--- src/rtl/decoder_arbiter.sv ---
// rtl/decoder_arbiter.sv - 8-way round-robin arbiter with registered active-low one-hot select
// Optional hold timeout compiled in by defining DECODER_ARB_TIMEOUT_EN.

module decoder_arbiter #(
  parameter int HOLD_MAX = 15
) (
  input  logic       iClk,
  input  logic       iRst_n,
  input  logic       iEna,
  input  logic [7:0] iReq,
  output logic [7:0] oSel,
  output logic [2:0] oIdx,
  output logic       oValid,
  output logic       oTimeout
);

  typedef enum logic [1:0] {
    ST_IDLE  = 2'd0,
    ST_GRANT = 2'd1,
    ST_GAP   = 2'd2
  } state_t;

  state_t     state_q, state_d;
  logic [2:0] ptr_q, ptr_d;
  logic [2:0] idx_q, idx_d;
  logic [7:0] sel_q, sel_d;
  logic       valid_q, valid_d;
  logic       timeout_q, timeout_d;

  logic [2:0] winner;
  logic       found;
  logic [2:0] cand;
  logic       release_grant;
  logic       hold_expired;

  // Search starts one past the last winner; offset 8 wraps back onto ptr itself.
  always_comb begin
    winner = 3'd0;
    found  = 1'b0;
    cand   = 3'd0;
    for (int i = 1; i <= 8; i++) begin
      cand = ptr_q + 3'(i);
      if (!found && iReq[cand]) begin
        winner = cand;
        found  = 1'b1;
      end
    end
  end

`ifdef DECODER_ARB_TIMEOUT_EN
  logic [7:0] hold_q, hold_d;

  assign hold_expired = (hold_q == 8'(HOLD_MAX - 1));

  always_ff @(posedge iClk or negedge iRst_n) begin
    if (!iRst_n) begin
      hold_q <= 8'd0;
    end else begin
      hold_q <= hold_d;
    end
  end

  always_comb begin
    hold_d = hold_q;
    if (state_q != ST_GRANT) begin
      hold_d = 8'd0;
    end else if (!release_grant) begin
      hold_d = hold_q + 8'd1;
    end
  end
`else
  logic [7:0] unused_hold_max;

  assign unused_hold_max = 8'(HOLD_MAX);
  assign hold_expired    = 1'b0;
`endif

  assign release_grant = !iEna || !iReq[idx_q] || hold_expired;

  always_comb begin
    state_d   = state_q;
    ptr_d     = ptr_q;
    idx_d     = idx_q;
    sel_d     = sel_q;
    valid_d   = valid_q;
    timeout_d = 1'b0;

    case (state_q)
      ST_IDLE, ST_GAP: begin
        sel_d   = 8'hFF;
        valid_d = 1'b0;
        if (iEna && found) begin
          state_d = ST_GRANT;
          idx_d   = winner;
          sel_d   = ~(8'b1 << winner);
          valid_d = 1'b1;
        end else begin
          state_d = ST_IDLE;
        end
      end
      ST_GRANT: begin
        if (release_grant) begin
          state_d   = ST_GAP;
          ptr_d     = idx_q;
          sel_d     = 8'hFF;
          valid_d   = 1'b0;
          // Only a forced release of a still-requesting owner counts as a timeout.
          timeout_d = hold_expired && iEna && iReq[idx_q];
        end
      end
      default: begin
        state_d = ST_IDLE;
        sel_d   = 8'hFF;
        valid_d = 1'b0;
      end
    endcase
  end

  always_ff @(posedge iClk or negedge iRst_n) begin
    if (!iRst_n) begin
      state_q   <= ST_IDLE;
      ptr_q     <= 3'd7;
      idx_q     <= 3'd0;
      sel_q     <= 8'hFF;
      valid_q   <= 1'b0;
      timeout_q <= 1'b0;
    end else begin
      state_q   <= state_d;
      ptr_q     <= ptr_d;
      idx_q     <= idx_d;
      sel_q     <= sel_d;
      valid_q   <= valid_d;
      timeout_q <= timeout_d;
    end
  end

  assign oSel     = sel_q;
  assign oIdx     = idx_q;
  assign oValid   = valid_q;
  assign oTimeout = timeout_q;

endmodule

--- config.mk ---
export PLATFORM = sky130hd
export DESIGN_NAME = decoder_arbiter
export DESIGN_NICKNAME = d
export VERILOG_FILES = /design/src/rtl/decoder_arbiter.sv
export SDC_FILE = /design/constraint.sdc
export NUM_CORES = 1
export LEC_CHECK = 0
export ABC_AREA = 1
export BUFFER_PORTS_ARGS = -buffer_cell sky130_fd_sc_hd__clkbuf_2
export CAP_MARGIN = 20
export CORE_MARGIN = 10
export CORE_UTILIZATION = 55
export DETAILED_ROUTE_END_ITERATION = 12
export PLACE_DENSITY = 0.78
export SYNTH_ARGS = -nofsm -noshare
export SYNTH_HDL_FRONTEND = slang
export SYNTH_SLANG_ARGS = --single-unit
--- constraint.sdc ---
create_clock -name iClk -period 3.25 [get_ports iClk]
set_input_delay 0.65 -clock iClk [delete_from_list [all_inputs] [get_ports iClk]]
set_output_delay 0.65 -clock iClk [all_outputs]
set_load 0.1 [all_outputs]
==> flow_metrics.py, run 1 <==
metrics = {
    "run_status": {
        "outcome": "finished clean",
    },
    "clocking": {
        "post-cts-setup-buffer-count": 0,
        "root_buffer": "clkbuf_4",
        "insertion_delay_ns": 0.28,
        "htreeDepth": 1,
        "cts_sinks": 17,
        "cts.path.max_buffers": 2,
        "cts.repair.resized": 0,
        "hold_buffers": 0,
        "cts_tree": "done",
        "cts_made_buffers": 3,
        "clkTransAtPathRegs_ns": 0.09,
    },
    "die": {
        "ios": 24,
        "coreArea_sq_um": 2730,
        "fp-row-count": 19,
        "initial_core_util_pct": 56.9,
        "die_w_um": 73.2,
        "die_h_um": 73.2,
        "dieArea_sq_um": 5360,
    },
    "synthesis": {
        "synth_edf_count": 0,
        "avgSynthCellArea_sq_um": 6.71,
        "synth_nets": 245,
        "yosysSeqAreaShare_pct": 28.2,
        "ys_ff_latch": 17,
        "postSynthCellCount": 232,
        "ys_types": 31,
        "yosysWarnings": 0,
        "synth_area_sq_um": 1560,
        "async_reset_ff_share_pct": 100,
        "synth_ff_type": "dfstp_2",
    },
    "setup_path": {
        "cp_cell_sequence": "inv_2 > ha_1 > inv_1 > nand3_1 > nand2_1 > nand2_1 > nand2_4 > nand3_2 > nor2_4 > nand4_2 > nor2_1 > inv_1 > nand3_2 > nand2_1 > nor2_1 > nor2_1",
        "r2r_cells": 16,
        "crit_fanout": 14,
        "cpLargestDelayFamily": "simple AND/OR/NAND/NOR gates",
        "slowest_delay_ns": 0.69,
        "critical_path_class": "flop to flop",
        "slowest_stage": "dfstp_2",
        "r2r-start": "ptr_q[0]",
        "end_kind": "flop",
        "cp_num_cells": 16,
        "critPathLaunchType": "flop",
        "crit_start": "ptr_q[0]",
        "worst-path-buf-inv": 3,
        "crit_arrival_ns": 3.04,
        "worstPathRequired_ns": 3.46,
    },
    "routing": {
        "routed_via_density": 5.32,
        "wl_met3_um": 153,
        "wl_met2_um": 1810,
        "drc": 0,
        "first_iter_violations": 88,
        "ant_nets": 0,
        "dr.pass1.iters": 4,
        "topRoutingLayerUsed": "met4",
        "wl_um": 3590,
        "wire_per_inst_um": 12.6,
        "met1_length_um": 1600,
        "num_vias": 1516,
    },
    "finish": {
        "nNetsFinal": 268,
        "finish.utilization_pct": 62.1,
        "multiInputGateArea_sq_um": 975,
        "diodes": 0,
        "area_delta_synth_final_pct": 9.00,
        "layout.area.seq_sq_um": 439,
        "fillCellCount": 257,
        "drive_above_1_share_pct": 27.6,
    },
    "grt": {
        "track_usage_pct": 14.0,
        "grt_max_degree": 18,
        "antenna_found_initial": 0,
        "grt_pass1_vias": 1440,
        "grt_pass1_wl_um": 6220,
        "grt_overflow": 0,
    },
    "sta": {
        "rsz0062_at_grt": "no",
        "min_period_ns": 2.82,
        "finalHoldViolations": 0,
        "worstMarginPinSlew_ns": 0.550,
        "finalSetupViolations": 0,
        "relSlewSlack_pct": 63.5,
        "finalMaxSlewViolations": 0,
        "fin_setup_tns_ns": 0,
        "clock_skew_ns": 0.00612,
        "finalCritPeriodShare_pct": 86.9,
        "fmax_mhz": 354,
    },
    "place": {
        "io_buffers": 22,
        "dp.final_hpwl_um": 3000,
        "gp_congestion": 0.918,
    },
    "hold_path": {
        "hold_class": "input pin to async pin",
    },
    "job": {
        "maxCapViolCount": 0,
    },
}
flip-flops by register name (all words and copies together) (netlist names):
name     count
oValid       1
oIdx         3
ptr_q        3
state_q      2
oSel         8
cell usage after synthesis (2+ instances only):
master,instances,area (sq um)
nand3_1,30,150
ha_1,2,25.0
o21ai_0,12,60.1
o221ai_1,2,17.5
nor2_2,4,25.0
nand4_2,2,25.0
nor2_4,3,33.8
nand4_1,8,50.1
dfstp_2,11,289
nand2_2,3,18.8
a21oi_1,2,10.0
buf_4,2,15.0
dfrtp_1,6,150
inv_2,6,22.5
nand2_4,5,56.3
nand3_2,4,40.0
xor2_2,2,32.5
nand2_1,60,225
inv_1,19,71.3
nor2_1,37,139
buf_6,2,22.5
stage by stage:
step	hold WS, ns	cell area [sq um]	setup WS [ns]	cells
floorplan	0.354	1560	0.789	232
finish	0.271	1700	0.427	285
global placement	0.480	1670	0.485	281
CTS	0.273	1700	0.445	285
global route	0.279	1700	0.144	285
detailed placement	0.483	1670	0.461	281
layout make-up:
type	instances	share of cell area [%]
multi-input combinational	184	57.4
inverter	26	5.90
clock buffer	4	1.55
sequential	17	25.9
tap	31	2.29
timing repair buffer	23	6.93
cell usage in the layout, fill, tap and decap left out, types with 4 or more instances in the layout:
master and instances:
clkbuf_2 22, dfrtp_1 6, dfstp_2 11, inv_1 19, inv_2 6, nand2_1 60, nand2_4 5, nand3_1 30
nand3_2 4, nand4_1 8, nor2_1 37, nor2_2 4, o21ai_0 12
layer usage:
| metal | vias up | global-route usage [%] |
|---|---|---|
| li1 | 792 | - |
| met1 | 685 | 17.4 |
| met2 | 37 | 24.4 |
| met3 | 2 | 1.36 |
| met4 | 0 | 4.64 |
| met5 | - | 0 |
path summary, 6_finish.rpt:
| check | slack, ns | endpoint |
|---|---|---|
| worst max-delay path | 0.43 | oSel[3] |
| worst min-delay path | 0.27 | oIdx[2] |
| worst max register to register | 0.43 | oSel[3] |
| worst min register to register | 0.50 | oSel[0] |
| max in group asynchronous | 2.65 | oSel[0] |
| min in group iClk | 0.50 | oSel[0] |
kinds of logic after synthesis:
kind of cell	synth area share (%)
AO/OA/AOI/OAI	7.88
XOR/XNOR	2.65
adder cells (fa/ha/maj)	1.61
buffers and inverters	9.16
flip-flops	28.2
other	0.241
AND/OR/NAND/NOR	50.2
Power of run 1 is left out: the tool's default activity adds up to more than one toggle a clock period on the data nets, which glitch-free logic cannot reach.
==> inputs of run 2 (changes only) <==
Settings changed: GPL_TIMING_DRIVEN set to 0.
==> flow_metrics.py, run 2 (synthesis gave the netlist of run 1 again) <==
metrics = {
    "job": {
        "maxCapViolCount": 0,
    },
    "sta": {
        "finalMaxSlewViolations": 0,
        "finalCritPeriodShare_pct": 87.8,
        "fmax_mhz": 350,
        "whs_ns": 0.261,
        "finalHoldViolations": 0,
        "worstMarginPinSlew_ns": 0.546,
        "clock_skew_ns": 0.000876,
        "min_period_ns": 2.85,
        "relSlewSlack_pct": 63.7,
        "finalSetupViolations": 0,
        "fin_setup_tns_ns": 0,
        "rsz0062_at_grt": "no",
    },
    "clocking": {
        "clkTransAtPathRegs_ns": 0.09,
        "cts_sinks": 17,
        "cts_made_buffers": 3,
        "cts_tree": "done",
        "post-cts-setup-buffer-count": 0,
        "cts.path.max_buffers": 2,
        "hold_buffers": 0,
        "insertion_delay_ns": 0.29,
        "cts.repair.resized": 0,
        "root_buffer": "clkbuf_4",
        "htreeDepth": 1,
    },
    "run_status": {
        "outcome": "finished clean",
    },
    "setup_path": {
        "crit_fanout": 10,
        "critical_path_class": "flop to flop",
        "worst-path-buf-inv": 4,
        "end_kind": "flop",
        "cp_cell_sequence": "buf_4 > inv_2 > ha_1 > buf_2 > inv_1 > nand3_1 > nand3_2 > nand2_4 > nor2_4 > nand4_2 > nor2_4 > nand4_1 > nand3_2 > nand2_1 > nor2_1 > nor2_1",
        "slowest_delay_ns": 0.54,
        "cpLargestDelayFamily": "simple AND/OR/NAND/NOR gates",
        "crit_arrival_ns": 3.08,
        "worstPathRequired_ns": 3.48,
        "slowest_stage": "dfstp_2",
        "critPathLaunchType": "flop",
    },
    "routing": {
        "routed_via_density": 5.44,
        "wire_per_inst_um": 12.4,
        "dr.pass1.iters": 4,
        "first_iter_violations": 108,
        "drc": 0,
        "wl_um": 3580,
        "ant_nets": 0,
        "num_vias": 1571,
    },
    "die": {
        "coreArea_sq_um": 2730,
        "dieArea_sq_um": 5360,
        "fp-row-count": 19,
        "die_w_um": 73.2,
        "initial_core_util_pct": 56.9,
        "die_h_um": 73.2,
        "ios": 24,
    },
    "hold_path": {
        "hold_class": "input pin to async pin",
    },
    "finish": {
        "area_delta_synth_final_pct": 11.3,
        "layout_common_cells": "60 x nand2_1, 37 x nor2_1, 30 x nand3_1, 22 x clkbuf_2, 19 x inv_1",
        "drive_above_1_share_pct": 28.7,
        "nNetsFinal": 272,
        "final_common_cell": "nand2_1",
        "diodes": 0,
        "largest_reg_flops": 8,
    },
    "place": {
        "dp.final_hpwl_um": 3030,
        "io_buffers": 22,
        "gp_congestion": 0.900,
    },
    "grt": {
        "antenna_found_initial": 0,
        "grt_max_degree": 18,
        "grt_pass1_wl_um": 6130,
        "track_usage_pct": 13.8,
        "grt_overflow": 0,
        "grt_pass1_vias": 1419,
    },
}
## run 2: cell types whose count changed in the layout (fill, tap and decap cells not counted), sizes merged
cell  change
buf       +4
## run 2: per-layer routing
metal,part of all wire (%),GRT usage (%),vias to the layer above
li1,-,-,801
met1,45,16.9,728
met2,51,23.5,37
met5,0,0,-
met3,3.3,1.63,5
met4,1.3,5.70,0
## run 2: final cells by class
cell class	instances	area, sq um
tap	31	38.8
timing repair buffer	22	110
multi-input combinational	184	975
clock buffer	4	26.3
buffer	5	42.5
inverter	26	100
fill	269	1000
sequential	17	439
## run 2: path summary, 6_finish.rpt
path / start / end / slack, ns / depth (start not counted)
worst max-delay path: ptr_q[1] / oSel[7] / 0.40 / 16
worst min-delay path: iRst_n / oIdx[1] / 0.26 / 1
worst max register to register: ptr_q[1] / oSel[7] / 0.40 / 16
worst min register to register: oSel[4] / oSel[4] / 0.51 / 2
max in group asynchronous: iRst_n / oSel[4] / 2.67 / 1
min in group iClk: oSel[4] / oSel[4] / 0.51 / 2
## run 2: per-stage QoR
stage,cell area [sq um],worst slack (ns),util (%),std cells
after detailed placement,1710,0.423,62.4,285
after floorplan,1560,0.789,-,232
after global placement,1710,0.451,62.4,285
final,1730,0.395,63.3,289
after CTS,1730,0.403,63.3,289
after global routing,1730,0.123,63.3,289
Power of run 2 is left out for the same reason.
